==> config.mk <==
export PLATFORM = sky130hd
export DESIGN_NAME = decoder_nto2n_seq
export DESIGN_NICKNAME = d
export VERILOG_FILES = /design/src/rtl/decoder_pkg.sv /design/src/rtl/decoder_nto2n_seq_bin2onehot.sv /design/src/rtl/decoder_nto2n_seq.sv
export SDC_FILE = /design/constraint.sdc
export NUM_CORES = 1
export LEC_CHECK = 0
export ABC_CLOCK_PERIOD_IN_PS = 2250
export CAP_MARGIN = 10
export CORE_UTILIZATION = 45
export DETAILED_ROUTE_END_ITERATION = 8
export GPL_ROUTABILITY_DRIVEN = 0
export GPL_TIMING_DRIVEN = 1
export PLACE_DENSITY_LB_ADDON = 0.25
export SLEW_MARGIN = 40
export SYNTH_ARGS = -nofsm -noshare
export SYNTH_HDL_FRONTEND = slang
export SYNTH_SLANG_ARGS = --single-unit
==> constraint.sdc <==
create_clock -name clk -period 2.25 [get_ports clk]
set_input_delay 0.45 -clock clk [delete_from_list [all_inputs] [get_ports clk]]
set_output_delay 0.45 -clock clk [all_outputs]
set_load 0.005 [all_outputs]
==> src/rtl/decoder_pkg.sv <==
`default_nettype none
// ============================================================================
// Module      : decoder_pkg
// Description : Shared mode constants and state encoding for the registered
//               binary-to-one-hot decoder with walk mode.
// Revision    : 1.0 - initial release
// ============================================================================
package decoder_pkg;

  // Operating mode encoding on the mode input
  localparam logic MODE_DEC  = 1'b0;
  localparam logic MODE_WALK = 1'b1;

  // Controller states; IDLE is the reset and disabled state
  typedef enum logic [1:0] {
    ST_IDLE = 2'b00,
    ST_DEC  = 2'b01,
    ST_WALK = 2'b10
  } state_t;

endpackage
`default_nettype wire

==> src/rtl/decoder_nto2n_seq_bin2onehot.sv <==
`default_nettype none
// ============================================================================
// Module      : bin2onehot
// Description : Combinational SEL_W-bit binary to 2^SEL_W one-hot converter
//               with an optional mask that suppresses output bit 0.
// Revision    : 1.0 - initial release
// ============================================================================
module bin2onehot #(
  parameter int unsigned SEL_W = 3,
  localparam int unsigned OUT_W = 2 ** SEL_W
) (
  input  logic [SEL_W-1:0] sel_i,
  input  logic             mask0_i,
  output logic [OUT_W-1:0] y_o
);

  // One comparator per output line; bit 0 can be gated off so that a
  // masked position decodes to all-zero rather than a forbidden line.
  for (genvar i = 0; i < OUT_W; i++) begin : g_bit
    if (i == 0) begin : g_lsb
      assign y_o[i] = (sel_i == '0) & ~mask0_i;
    end else begin : g_upper
      assign y_o[i] = (sel_i == SEL_W'(i));
    end
  end

endmodule
`default_nettype wire

==> src/rtl/decoder_nto2n_seq.sv <==
`default_nettype none
// ============================================================================
// Module      : decoder_nto2n_seq
// Description : Registered binary-to-one-hot decoder. DEC mode registers the
//               one-hot image of sel; WALK mode steps a single hot bit around
//               all outputs, reloading from sel on entry or on load. Optional
//               zero-masking keeps output bit 0 permanently low.
// Revision    : 1.0 - initial release
// ============================================================================
module decoder_nto2n_seq
  import decoder_pkg::*;
#(
  parameter int unsigned SEL_W     = 3,   // legal range 1..6
  parameter int unsigned ZERO_MASK = 0,
  localparam int unsigned OUT_W    = 2 ** SEL_W
) (
  input  logic             clk,
  input  logic             rst,
  input  logic             en,
  input  logic             mode,
  input  logic [SEL_W-1:0] sel,
  input  logic             load,
  output logic [OUT_W-1:0] y,
  output logic [SEL_W-1:0] idx,
  output logic             valid,
  output logic             wrap
);

  localparam logic [SEL_W-1:0] IDX_LAST = '1;
  localparam logic [SEL_W-1:0] IDX_ONE  = SEL_W'(1);
  localparam logic             MASK0    = (ZERO_MASK != 0);

  state_t             state_q, state_d;
  logic [SEL_W-1:0]   idx_q,   idx_d;
  logic [OUT_W-1:0]   y_q,     y_d;
  logic               valid_q, valid_d;
  logic               wrap_q,  wrap_d;
  logic [OUT_W-1:0]   onehot_next;

  // The output image is always derived from the position being registered,
  // so y and idx can never disagree.
  bin2onehot #(
    .SEL_W (SEL_W)
  ) u_bin2onehot (
    .sel_i   (idx_d),
    .mask0_i (MASK0),
    .y_o     (onehot_next)
  );

  // Next-state, next-position and output decode in priority order
  always_comb begin
    state_d = ST_IDLE;
    idx_d   = idx_q;
    valid_d = 1'b0;
    wrap_d  = 1'b0;
    if (!en) begin
      // Disabled: outputs drop, position is remembered but not reused
      state_d = ST_IDLE;
    end else if (mode == MODE_DEC) begin
      state_d = ST_DEC;
      idx_d   = sel;
      valid_d = 1'b1;
    end else if ((state_q != ST_WALK) || load) begin
      // Any entry into WALK reloads the start position; a masked start of 0
      // is moved to the first legal position.
      state_d = ST_WALK;
      idx_d   = (MASK0 && (sel == '0)) ? IDX_ONE : sel;
      valid_d = 1'b1;
    end else begin
      state_d = ST_WALK;
      valid_d = 1'b1;
      if (idx_q == IDX_LAST) begin
        wrap_d = 1'b1;
        idx_d  = MASK0 ? IDX_ONE : '0;
      end else begin
        idx_d  = idx_q + IDX_ONE;
      end
    end
    y_d = valid_d ? onehot_next : '0;
  end

  // State and output flops with synchronous reset
  always_ff @(posedge clk) begin
    if (rst) begin
      state_q <= ST_IDLE;
      idx_q   <= '0;
      y_q     <= '0;
      valid_q <= 1'b0;
      wrap_q  <= 1'b0;
    end else begin
      state_q <= state_d;
      idx_q   <= idx_d;
      y_q     <= y_d;
      valid_q <= valid_d;
      wrap_q  <= wrap_d;
    end
  end

  assign y     = y_q;
  assign idx   = idx_q;
  assign valid = valid_q;
  assign wrap  = wrap_q;

endmodule
`default_nettype wire

==> report_table.html <==
<table>
<tr><th>Metric</th><th>Value</th></tr>
<tr><th colspan="2">Outcome</th></tr>
<tr><td>Status</td><td>complete, no violations</td></tr>
<tr><th colspan="2">Layout</th></tr>
<tr><td>Number of inserted filler cells in the final layout</td><td>99</td></tr>
<tr><td>Number of cells in the finished layout apart from fillers</td><td>94</td></tr>
<tr><td>Number of nets in the layout</td><td>a little over 90</td></tr>
<tr><td>Fraction of final layout cells sized beyond drive strength 1</td><td>0.0625</td></tr>
<tr><td>Antenna diode count</td><td>0</td></tr>
<tr><td>Area growth syn-to-layout</td><td>36.5%</td></tr>
<tr><td>Area of the multi-input gates</td><td>about 280 um2</td></tr>
<tr><td>Commonest non-fill, non-tap cells in the layout</td><td>sky130_fd_sc_hd__clkdlybuf4s50_1 (20), sky130_fd_sc_hd__dfxtp_1 (15), sky130_fd_sc_hd__nor2_1 (8)</td></tr>
<tr><td>Register cell area after layout</td><td>around 300 um2</td></tr>
<tr><td>Fraction of the core area covered by cells at the end of the flow</td><td>0.706</td></tr>
<tr><td>Most common library cell in the layout ignoring fill and taps</td><td>sky130_fd_sc_hd__clkdlybuf4s50_1</td></tr>
<tr><th colspan="2">Power and ir drop</th></tr>
<tr><td>Worst VDD drop</td><td>between 300 and 400 uV</td></tr>
<tr><td>Cell area power density</td><td>~600 nW/um2</td></tr>
<tr><td>PnR Total Power</td><td>495 uW</td></tr>
<tr><td>Leakage</td><td>0.313 nW</td></tr>
<tr><th colspan="2">Timing</th></tr>
<tr><td>Pins over their slew limit</td><td>0</td></tr>
<tr><td>Least-Margin Pin Slew</td><td>462 ps</td></tr>
<tr><td>Hold Slack</td><td>516 ps</td></tr>
<tr><td>Shortest period the worst path allows</td><td>1740 ps</td></tr>
<tr><td>Final setup violation count</td><td>0</td></tr>
<tr><td>Endpoints failing hold</td><td>0</td></tr>
<tr><td>Setup Total Neg Slack</td><td>0 ps</td></tr>
<tr><td>Fmax achieved</td><td>575 MHz</td></tr>
<tr><td>Final critical-path share of the clock period</td><td>0.773</td></tr>
<tr><td>Rel. slew slack</td><td>0.692</td></tr>
<tr><td>Clock skew after layout</td><td>roughly 8.5 ps</td></tr>
<tr><td>Setup repair after global routing missed its margin</td><td>false</td></tr>
<tr><th colspan="2">CTS</th></tr>
<tr><td>Latest clock arrival within the worst-skew pair</td><td>~280 ps</td></tr>
<tr><td>Clock tree root buffer cell</td><td>sky130_fd_sc_hd__clkbuf_4</td></tr>
<tr><td>Clock buffers created by TritonCTS</td><td>3</td></tr>
<tr><td>TritonCTS clock tree</td><td>built</td></tr>
<tr><td>Hold_buf cts</td><td>0</td></tr>
<tr><td>Post-CTS Repair Setup Buffers</td><td>0</td></tr>
<tr><td>Number of clock sinks seen by CTS</td><td>15</td></tr>
<tr><td>Total number of H-tree levels</td><td>1</td></tr>
<tr><td>Clock tree buffer depth</td><td>2</td></tr>
<tr><td>Clock-pin slew on the worst setup and hold paths</td><td>~90 ps</td></tr>
<tr><td>Post-cts resize count</td><td>0</td></tr>
<tr><th colspan="2">Global route</th></tr>
<tr><td>Global-route congestion overflow total</td><td>0</td></tr>
<tr><td>Via count of the first global-routing pass</td><td>441</td></tr>
<tr><td>Global-route wire length before repair</td><td>between 1.5 and 2 mm</td></tr>
<tr><td>Number of antenna violations at the first check in global routing</td><td>0</td></tr>
<tr><td>GRT Util Overall</td><td>0.192</td></tr>
<tr><td>Largest net degree at the start of global routing</td><td>13</td></tr>
<tr><th colspan="2">Route</th></tr>
<tr><td>Via Count</td><td>approximately 500</td></tr>
<tr><td>First-pass DRT Iterations</td><td>4</td></tr>
<tr><td>DR vias/cell</td><td>5.34</td></tr>
<tr><td>Number of remaining DRC errors</td><td>0</td></tr>
<tr><td>Routed WL</td><td>approximately 1.1 mm</td></tr>
<tr><td>Count of routing violations after the opening detailed-route iteration</td><td>11</td></tr>
<tr><td>Number of routed nets with antenna violations</td><td>0</td></tr>
<tr><td>Mean routed wirelength per cell</td><td>~12 um</td></tr>
<tr><th colspan="2">Worst hold path</th></tr>
<tr><td>Startpoint of the most critical hold path</td><td>idx[1]</td></tr>
<tr><td>Worst hold endpoint</td><td>idx[1]</td></tr>
<tr><td>Class of the most critical hold timing path</td><td>flop to flop</td></tr>
<tr><td>Cell depth of the worst hold path</td><td>2</td></tr>
<tr><th colspan="2">Synthesis</th></tr>
<tr><td>Average cell area after synthesis</td><td>approximately 10 um2</td></tr>
<tr><td>Fraction of registers with async set/reset</td><td>0</td></tr>
<tr><td>Mapped Area</td><td>613 um2</td></tr>
<tr><td>Synthesized instance count</td><td>59</td></tr>
<tr><td>Yosys reg bits</td><td>15</td></tr>
<tr><td>EDFF count, synth</td><td>0</td></tr>
<tr><td>Most used flip-flop cell after synthesis</td><td>sky130_fd_sc_hd__dfxtp_1</td></tr>
<tr><td>Sequential element share of the synthesized area</td><td>0.490</td></tr>
<tr><td>Synthesized net count</td><td>69</td></tr>
<tr><td>Distinct cell type count after synthesis</td><td>23</td></tr>
<tr><td>Number of synthesis warnings</td><td>0</td></tr>
<tr><th colspan="2">Floorplan</th></tr>
<tr><td>Chip height</td><td>between 30 and 40 um</td></tr>
<tr><td>Initial Utilization</td><td>0.517</td></tr>
<tr><td>DIE AREA</td><td>~1500 um2</td></tr>
<tr><td>Chip Width</td><td>between 30 and 40 um</td></tr>
<tr><td>FP Rows</td><td>12</td></tr>
<tr><td>Floorplan core area</td><td>~1200 um2</td></tr>
<tr><td>I/O Pins</td><td>21</td></tr>
<tr><th colspan="2">Setup path</th></tr>
<tr><td>Critical path class</td><td>input pin to flop</td></tr>
<tr><td>Number of buffers and inverters on the critical path</td><td>1</td></tr>
<tr><td>Cell depth of the worst flop-to-flop path</td><td>5</td></tr>
<tr><td>Stage delay of the slowest cell on the critical path</td><td>500 ps</td></tr>
<tr><td>Data arrival at the endpoint of the critical path</td><td>between 1500 and 2000 ps</td></tr>
<tr><td>Capture point of the worst reg-to-reg path</td><td>y[1]</td></tr>
<tr><td>Startpoint class of the critical path</td><td>input pin</td></tr>
<tr><td>Data required time of the critical path</td><td>about 2400 ps</td></tr>
<tr><td>List of cells traversed by the critical path</td><td>clkdlybuf4s50_1, and4bb_1, mux2i_1, a211oi_1</td></tr>
<tr><td>Worst path top cell family by delay</td><td>simple AND/OR/NAND/NOR gates</td></tr>
<tr><td>CP endpoint kind</td><td>flop</td></tr>
<tr><td>Setup slack on the worst flop-to-flop path</td><td>approximately 660 ps</td></tr>
<tr><td>Reg-to-Reg Start</td><td>idx[0]</td></tr>
<tr><td>CP Max Fanout</td><td>11</td></tr>
<tr><td>Crit-path slowest cell</td><td>sky130_fd_sc_hd__and4bb_1</td></tr>
<tr><th colspan="2">Flow run</th></tr>
<tr><td>Count of max-cap constraint violations</td><td>0</td></tr>
<tr><th colspan="2">Placed design</th></tr>
<tr><td># placed instances</td><td>90</td></tr>
<tr><td>Port buffer count</td><td>20</td></tr>
</table>
==> power by group <==
part / switching, mW / internal [mW] / leakage (nW)
combinational: 0.0296 / 0.0387 / 0.173
clock: 0.0814 / 0.0658 / 0.0177
sequential: 0.00514 / 0.274 / 0.123
total: 0.116 / 0.379 / 0.313
==> metal layers <==
layer  global-route usage  routed length, um  vias to the layer above
met5                    0                  0                        -
met4                0.103                 14                        0
met3               0.0347                 48                        2
met2                0.288                484                       13
met1                0.258                575                      230
li1                     -                  -                      257
==> tightest hold or removal path, delay by kind of cell, from the launching register on <==
family	cells	cell delay (ps)
AOI/OAI and AO/OA	1	50
DFF	1	330
and+or+nand+nor	1	90
==> area by class of cell <==
type / count / share of cell area
Clock buffer: 3 / 0.0269
Clock inverter: 1 / 0.00598
Multi-Input combinational cell: 39 / 0.339
Inverter: 2 / 0.00897
Tap cell: 14 / 0.0209
Sequential cell: 15 / 0.359
Timing Repair Buffer: 20 / 0.239
==> worst max path at each step <==
stage               startpoint  cells after the start  slack [ps]      to
floorplan               idx[0]                      5         840    y[0]
global placement          mode                      4         290    y[4]
detailed placement        mode                      4         240  idx[0]
CTS                     idx[0]                      1         540  idx[0]
global route              mode                      4         420  idx[0]
finish                    mode                      4         510  idx[0]
==> logic make-up (layout without fill, tap and decap cells) <==
group / after synthesis / after routing / synth area share
AOI/OAI and AO/OA: 9 / 9 / 0.0939
adders and majority gates: 2 / 2 / 0.0408
buffers and inverters: 5 / 26 / 0.0469
DFF: 15 / 15 / 0.490
muxes: 6 / 6 / 0.100
and+or+nand+nor: 22 / 22 / 0.229
==> Yosys cell counts, drive strengths merged (2+ instances only) <==
cell type,instances,area [um2]
o21ai,2,10.0
o22ai,4,25.0
inv,2,7.51
buf,3,21.3
nor2,8,30.0
nor4bb,2,20.0
a211oi,3,22.5
nor4b,2,17.5
dfxtp,15,300
mux2i,5,50.1
ha,2,25.0
==> state kept, by name (all words and copies together) (netlist names) <==
register / count
y: 8
state_q: 2
valid: 1
wrap: 1
idx: 3
==> stage by stage <==
step / worst slack [ps] / instance area, um2
after floorplan: 844 / 613
final: 511 / 837
after global routing: 419 / 837
after global placement: 292 / 810
after detailed placement: 241 / 810
after CTS: 538 / 837
(Power assumes the default switching activity.)
